<file path="src/rtl/freq_meter_pkg.sv">
// Shared definitions for the frequency meter: display limits, the blank-digit
// code understood by the seven-segment driver, and the formatter FSM states.
package freq_meter_pkg;

    // Nibble code the display driver renders with all segments off.
    localparam logic [3:0] BCD_BLANK   = 4'hA;
    // Largest value an 8-digit display can show.
    localparam int         DISPLAY_MAX = 99_999_999;
    // Number of seven-segment digits on the display.
    localparam int         DIGITS      = 8;

    // Formatter sequencing: wait for a request, shift one bit per clock, publish.
    typedef enum logic [1:0] {
        IDLE   = 2'd0,
        SHIFT  = 2'd1,
        FORMAT = 2'd2
    } fmt_state_t;

endpackage : freq_meter_pkg

</file>
<file path="src/rtl/freq_bcd_formatter_bcd_add3.sv">
// One double-dabble correction cell: a BCD nibble of 5 or more gets +3 so the
// following left shift carries correctly into the next decimal digit.
module bcd_add3 (
    input  logic [3:0] nib_i,
    output logic [3:0] nib_o
);

    // Pure combinational correction; inputs are always 0..9 so no wrap occurs.
    always_comb begin
        nib_o = (nib_i >= 4'd5) ? (nib_i + 4'd3) : nib_i;
    end

endmodule : bcd_add3

</file>
<file path="src/rtl/freq_bcd_formatter.sv">
// Binary-to-packed-BCD converter feeding the 8-digit seven-segment driver.
// Sequential double dabble, one input bit per clock; the published result is
// held stable between conversions so the display never sees partial data.
// Optional feature: define FREQ_LZ_BLANK_EN to replace leading zero digits
// with the blank code (digit0 is always shown).
module freq_bcd_formatter
    import freq_meter_pkg::*;
#(
    parameter int p_in_width  = 32,
    parameter int p_digits    = DIGITS,
    parameter int p_max_value = DISPLAY_MAX
) (
    input  logic                    clk,
    input  logic                    rst,
    input  logic [p_in_width-1:0]   i_bin,
    input  logic                    i_valid,
    output logic                    o_ready,
    output logic [4*p_digits-1:0]   o_data,
    output logic                    o_ovf,
    output logic                    o_valid
);

    localparam int AW = 4 * p_digits;
    localparam int CW = (p_in_width > 1) ? $clog2(p_in_width) : 1;
    localparam logic [p_in_width-1:0] MAX_VAL  = p_in_width'(p_max_value);
    localparam logic [CW-1:0]         LAST_BIT = CW'(p_in_width - 1);

    fmt_state_t               state_q, state_d;
    logic [p_in_width-1:0]    value_q, value_d;
    logic [AW-1:0]            acc_q, acc_d;
    logic [CW-1:0]            cnt_q, cnt_d;
    logic                     ovf_pend_q, ovf_pend_d;
    logic [AW-1:0]            data_q, data_d;
    logic                     ovf_q, ovf_d;
    logic                     valid_q, valid_d;

    logic [AW-1:0]            acc_adj;
    logic [AW-1:0]            fmt_data;

    // Add-3 correction on every accumulator digit before each shift.
    generate
        for (genvar gi = 0; gi < p_digits; gi++) begin : g_add3
            bcd_add3 u_add3 (
                .nib_i (acc_q[4*gi +: 4]),
                .nib_o (acc_adj[4*gi +: 4])
            );
        end
    endgenerate

`ifdef FREQ_LZ_BLANK_EN
    // Leading-zero scan from the top digit down; a digit is blank while every
    // digit above it (and itself) is zero. digit0 is never blanked.
    logic [p_digits-1:1] lead_zero;

    generate
        for (genvar gi = 0; gi < p_digits; gi++) begin : g_blank
            if (gi == 0) begin : g_lsd
                assign fmt_data[3:0] = acc_q[3:0];
            end else begin : g_upper
                if (gi == p_digits - 1) begin : g_top
                    assign lead_zero[gi] = (acc_q[4*gi +: 4] == 4'd0);
                end else begin : g_mid
                    assign lead_zero[gi] = lead_zero[gi+1] && (acc_q[4*gi +: 4] == 4'd0);
                end
                assign fmt_data[4*gi +: 4] = lead_zero[gi] ? BCD_BLANK : acc_q[4*gi +: 4];
            end
        end
    endgenerate
`else
    // Leading zeros are shown as computed.
    assign fmt_data = acc_q;
`endif

    // Next-state and datapath control for IDLE -> SHIFT -> FORMAT -> IDLE.
    always_comb begin
        state_d    = state_q;
        value_d    = value_q;
        acc_d      = acc_q;
        cnt_d      = cnt_q;
        ovf_pend_d = ovf_pend_q;
        data_d     = data_q;
        ovf_d      = ovf_q;
        valid_d    = 1'b0;

        case (state_q)
            IDLE: begin
                if (i_valid) begin
                    // Saturation keeps the value below 10^8, so the
                    // accumulator can never carry out of the top digit.
                    value_d    = (i_bin > MAX_VAL) ? MAX_VAL : i_bin;
                    ovf_pend_d = (i_bin > MAX_VAL);
                    acc_d      = '0;
                    cnt_d      = '0;
                    state_d    = SHIFT;
                end
            end
            SHIFT: begin
                acc_d   = {acc_adj[AW-2:0], value_q[p_in_width-1]};
                value_d = {value_q[p_in_width-2:0], 1'b0};
                if (cnt_q == LAST_BIT) begin
                    cnt_d   = '0;
                    state_d = FORMAT;
                end else begin
                    cnt_d = cnt_q + 1'b1;
                end
            end
            FORMAT: begin
                data_d  = fmt_data;
                ovf_d   = ovf_pend_q;
                valid_d = 1'b1;
                state_d = IDLE;
            end
            default: begin
                state_d = IDLE;
            end
        endcase
    end

    // State and output registers; reset aborts any conversion in progress.
    always_ff @(posedge clk) begin
        if (rst) begin
            state_q    <= IDLE;
            value_q    <= '0;
            acc_q      <= '0;
            cnt_q      <= '0;
            ovf_pend_q <= 1'b0;
            data_q     <= '0;
            ovf_q      <= 1'b0;
            valid_q    <= 1'b0;
        end else begin
            state_q    <= state_d;
            value_q    <= value_d;
            acc_q      <= acc_d;
            cnt_q      <= cnt_d;
            ovf_pend_q <= ovf_pend_d;
            data_q     <= data_d;
            ovf_q      <= ovf_d;
            valid_q    <= valid_d;
        end
    end

    assign o_ready = (state_q == IDLE);
    assign o_data  = data_q;
    assign o_ovf   = ovf_q;
    assign o_valid = valid_q;

endmodule : freq_bcd_formatter

</file>
<file path="config.mk">
export PLATFORM = sky130hd
export DESIGN_NAME = freq_bcd_formatter
export DESIGN_NICKNAME = d
export VERILOG_FILES = /design/src/rtl/freq_meter_pkg.sv /design/src/rtl/freq_bcd_formatter_bcd_add3.sv /design/src/rtl/freq_bcd_formatter.sv
export SDC_FILE = /design/constraint.sdc
export NUM_CORES = 1
export LEC_CHECK = 0
export ABC_AREA = 1
export BUFFER_PORTS_ARGS = -buffer_cell sky130_fd_sc_hd__buf_2
export CAP_MARGIN = 20
export CORE_MARGIN = 5
export CORE_UTILIZATION = 40
export CTS_CLUSTER_SIZE = 40
export DETAILED_ROUTE_END_ITERATION = 8
export PLACE_DENSITY_LB_ADDON = 0.2
export SYNTH_ARGS = -nofsm -noshare
export SYNTH_HDL_FRONTEND = slang
export SYNTH_HIERARCHICAL = 1
export SYNTH_SLANG_ARGS = --single-unit
</file>
<file path="constraint.sdc">
create_clock -name clk -period 3.4 [get_ports clk]
set_input_delay 0.34 -clock clk [delete_from_list [all_inputs] [get_ports clk]]
set_output_delay 0.34 -clock clk [all_outputs]
set_load 0.05 [all_outputs]
</file>
# --- Word level (Yosys, flattened, before mapping) ---
# Index checks and enable logic that the tools add are counted.
# W data, S select, Z words.
op_classes:
  addsub: 9
  order_cmp: 9
  n_eq_ne: 5
  n_mux: 20
  reduce_logical: 5
op_table:
  columns: ["operator", "count"]
  rows:
  - ["$pmux W32 S2", 2]
  - ["$mux W32", 3]
  - ["$ge A4 B3 Y1 const B", 8]
  - ["$gt A32 B27 Y1 const B", 1]
  - ["$add A4 B2 Y4 const B", 7]
  - ["$mux W4", 7]
  - ["$mux W5", 2]
  - ["$pmux W5 S2", 1]
  - ["$reduce_and A2 Y1", 3]
  - ["$add A5 B1 Y5 const B", 1]
  - ["$eq A5 B5 Y1 const B", 1]
  - ["$mux W2", 2]
  - ["$ne A2 B2 Y1 const B", 2]
  - ["$pmux W2 S2", 1]
  - ["$add A3 B2 Y3 const B", 1]
  - ["$mux W3", 1]
  - ["$eq A2 B1 Y1 const B", 1]
  - ["$eq A2 B2 Y1 const B", 1]
  - ["$logic_not A2 Y1", 1]
  - ["$reduce_bool A2 Y1", 1]
  - ["$mux W1", 1]
word_totals:
  reg_bits: 106
  in_bits: 35
  out_inout_bits: 35
  word_cells: 56

# --- Logic depth before layout (Yosys ltp) ---
depth:
  ltp_word: 4
  mapped_depth: 10
  depth_no_buf: 9

# --- By module ---
# Netlist, hierarchy kept.
modules_own_cells:
  columns: ["module", "n_inst", "cells_each", "area_per_inst_um2", "seq_area_each_um2"]
  rows:
  - ["freq_bcd_formatter", 1, 593, 4361.7, 2122.0]
  - ["bcd_add3", 8, 23, 135.1, 0.0]

# --- Worst setup path before layout ---
# Ideal clock, no wire load.
synth_path:
  kind: "register to register"
  start: "reg state_q[0]"
  end: "reg value_q[12]"
  setup_time_ns: 0.132
  arrival_time_ns: 1.534
  required_ns: 3.268
  path_slack_ns: 1.733
  stages_incl_launch_ff: 9
  n_path_buf: 2
  synth_period_minus_slack_ns: 1.667
  path_cell_list: "dfxtp_1 > nor2_2 > nand2_2 > inv_2 > nor2_4 > buf_6 > buf_6 > a22oi_1 > a21oi_1"
synth_via:
  elab_chain_cells: 3
  word_cells_on_any_way: 6
  classes_between: "eq/ne: 2; mux: 1; reduce/logical: 3"
synth_lines:
  columns: ["item", "line_no", "source"]
  rows:
  - ["from (decl)", "freq_bcd_formatter.sv:28", "fmt_state_t state_q, state_d;"]
  - ["from (signal assigned)", "freq_bcd_formatter.sv:131", "state_q <= state_d;"]
  - ["$logic_not A2 Y1 (*)", null, null]
  - ["net o_ready", "freq_bcd_formatter.sv:17", "output logic o_ready,"]
  - ["$ne A2 B2 Y1 (no line) / $reduce_bool A2 Y1 (equally long branches)", null, null]
  - ["$reduce_and A2 Y1 (no line)", null, null]
  - ["to (signal assigned)", "freq_bcd_formatter.sv:132", "value_q <= value_d;"]
  - ["to (decl)", "freq_bcd_formatter.sv:29", "logic [p_in_width-1:0] value_q, value_d;"]
# The timed path passes the listed nets; every way through them passes the cells marked *.
# A chain may end at the register's enable or synchronous reset.

# --- Worst setup path after layout ---
layout_path:
  start: "reg state_q[1]"
  end: "reg data_q[25] (netlist: o_data[25])"
layout_via:
  elab_chain_cells: 1
layout_lines:
  columns: ["item", "line_no", "source"]
  rows:
  - ["$eq A2 B2 Y1", "freq_bcd_formatter.sv:85", "case (state_q)"]
  - ["to (signal assigned)", "freq_bcd_formatter.sv:136", "data_q <= data_d;"]
  - ["to (decl)", "freq_bcd_formatter.sv:33", "logic [AW-1:0] data_q, data_d;"]
# Every way passes these cells.

==> results by group <==
Floorplanning
  • Die ar.: about 16,000 µm²
  • FP Rows: 42
  • Die W: between 100 and 150 µm
  • I/O Pins: 70
  • Die Ht: roughly 130 µm
  • Initial Util: 40.90%
  • Core footprint: about 13,000 µm²

Setup path
  • Crit. End Element: flop
  • Most used cell, CP: nor2_1
  • Critical path type: flop to flop
  • Req. time, crit path: roughly 3.6 ns
  • CP max stage cell: clkinv_1
  • Crit path largest cell delay: ~0.78 ns
  • Worst path cell trace: inv_1, nor2_2, buf_4, clkinv_1, nor2_1, nor2_1
  • CP Launch Type: flop
  • CP Max Fanout: 34
  • Arr. time, crit path: around 2.4 ns

Detailed routing
  • Detail Route Antenna Nets: 0
  • Drt total wl: 12.30 mm
  • # DRC: 0
  • Vias: 4,830
  • Initial DRC count: ~300
  • WL/cell: roughly 12 µm
  • TritonRoute pass-1 iters: 5
  • Via density: between 4 and 5

Global route
  • Initial antenna violation count: 0
  • GRT Overall Usage: 15.76%
  • Vias in the first global route: 4,649
  • Largest net degree at the start of global routing: 74
  • First-pass GRT wire length: roughly 21 mm
  • Total grt overflow: 0

Timing
  • Final Critical Period: roughly 2.1 ns
  • Final setup fails: 0
  • Final max-slew violation count: 0
  • Worst-Margin Slew: 0.8884 ns
  • RSZ-0062 raised after global routing: no
  • Rel. slew slack: between 40 and 50%
  • TNS Setup: 0 ns
  • Highest Clock Rate: 471.3 MHz
  • Fin crit share: a little over three fifths
  • Clock skew: between 0.004 and 0.005 ns
  • Hold Vio Cnt, Final: 0

Cells and area
  • Final #Nets: 870
  • Area Overhead vs Synth: 10.51%
  • Most frequent cells in the layout: nand2_1 (185), nor2_1 (154), dfxtp_1 (106)
  • Final non-filler cell total: approximately 1,000
  • Share of layout cells above drive strength 1: 17.34%
  • ANT cells: 0
  • Fillers: around 1.4k
  • Final core utilization: between 40% and 50%
  • Commonest non-fill, non-tap cell in the layout: nand2_1

CTS
  • TritonCTS clock tree: built
  • Post-CTS setup buffer count: 0
  • Post-CTS Resized: 0
  • Clock transition at path regs: approximately 0.060 ns
  • Htree depth: 3
  • Clk sinks: roughly 110
  • Clk_lat worst skew: about 0.34 ns
  • Post-CTS Hold Buffers: 0
  • CTS max path bufs: 2
  • Clock root buffer: clkbuf_16
  • CTS Buf Count: 9

Pwr
  • Pwr Total: 2416 µW
  • Static Leakage: 0.002558 µW
  • Worst vdd ir: ~0.00027 V
  • P per Cell Area: between 400 and 500 nW/µm²

Place
  • Buffers on Ports: between 60 and 70
  • Dpl cells: 982
  • RD Place Congestion: around 0.83
  • Dpl hpwl: 7.986 mm

Synth
  • Syn_area_per_cell: roughly 7 µm²
  • Syn nets: ~830
  • Cell count after synthesis: approximately 770
  • Mapped cell area: 5416 µm²
  • Synthesis warning total: 6

Status
  • Run status: complete, no violations

Hold path
  • Hold Path Class: input port to flop

Run
  • Max-cap violations: 0
==> power by group <==
part | switching, µW | internal (µW) | leakage [µW]
sequential | 16.1 | 1270 | 0.000860
clock | 429 | 485 | 0.000118
combinational | 145 | 68.4 | 0.00158
total | 590 | 1830 | 0.00256
==> layout make-up <==
type / count / area, µm² / area share (%)
inverters: 54 / 202.7 / 3.386
clock inverters: 1 / 5.005 / 0.08361
flip-flops and latches: 106 / 2122 / 35.45
repair buffers: 73 / 387.9 / 6.480
multi-input cells: 573 / 2811 / 46.97
well taps: 176 / 220.2 / 3.679
clock buffers: 12 / 236.5 / 3.951
==> metrics by stage <==
stage	worst slack, ns	hold WS (ns)	cell area, µm²
after detailed placement	1.212	0.4567	5744
final	1.278	0.2942	5986
after floorplan	1.733	0.4365	5416
after global placement	1.253	0.4518	5744
after CTS	1.205	0.2812	5986
after global routing	0.9416	0.3056	5986
==> registers in the layout, summed over array words and instances (netlist names) <==
register,cells
acc_q,32
o_data,32
value_q,32
cnt_q,5
state_q,2
o_ovf,1
o_valid,1
ovf_pend_q,1
==> per-layer routing <==
layer  global-route usage (%)  share of wire [%]
met2                    26.15                 47
met1                    20.60                 47
met3                    2.816                3.9
met4                    5.678                1.6
met5                        0                  0
==> critical path: cells and delay by family (launching register included) <==
kind	cells	cell delay [ns]
flip-flops	1	0.34
AND/OR/NAND/NOR	3	0.50
buffers and inverters	3	1.14
==> final timing paths <==
path,startpoint,to,slack (ns),cells past startpoint
setup / recovery,state_q[1],o_data[25],1.28,6
hold / removal,i_bin[10],value_q[10],0.29,3
setup reg to reg,state_q[1],o_data[25],1.28,6
hold reg to reg,value_q[27],value_q[27],0.46,2
(Power assumes the default switching activity.)
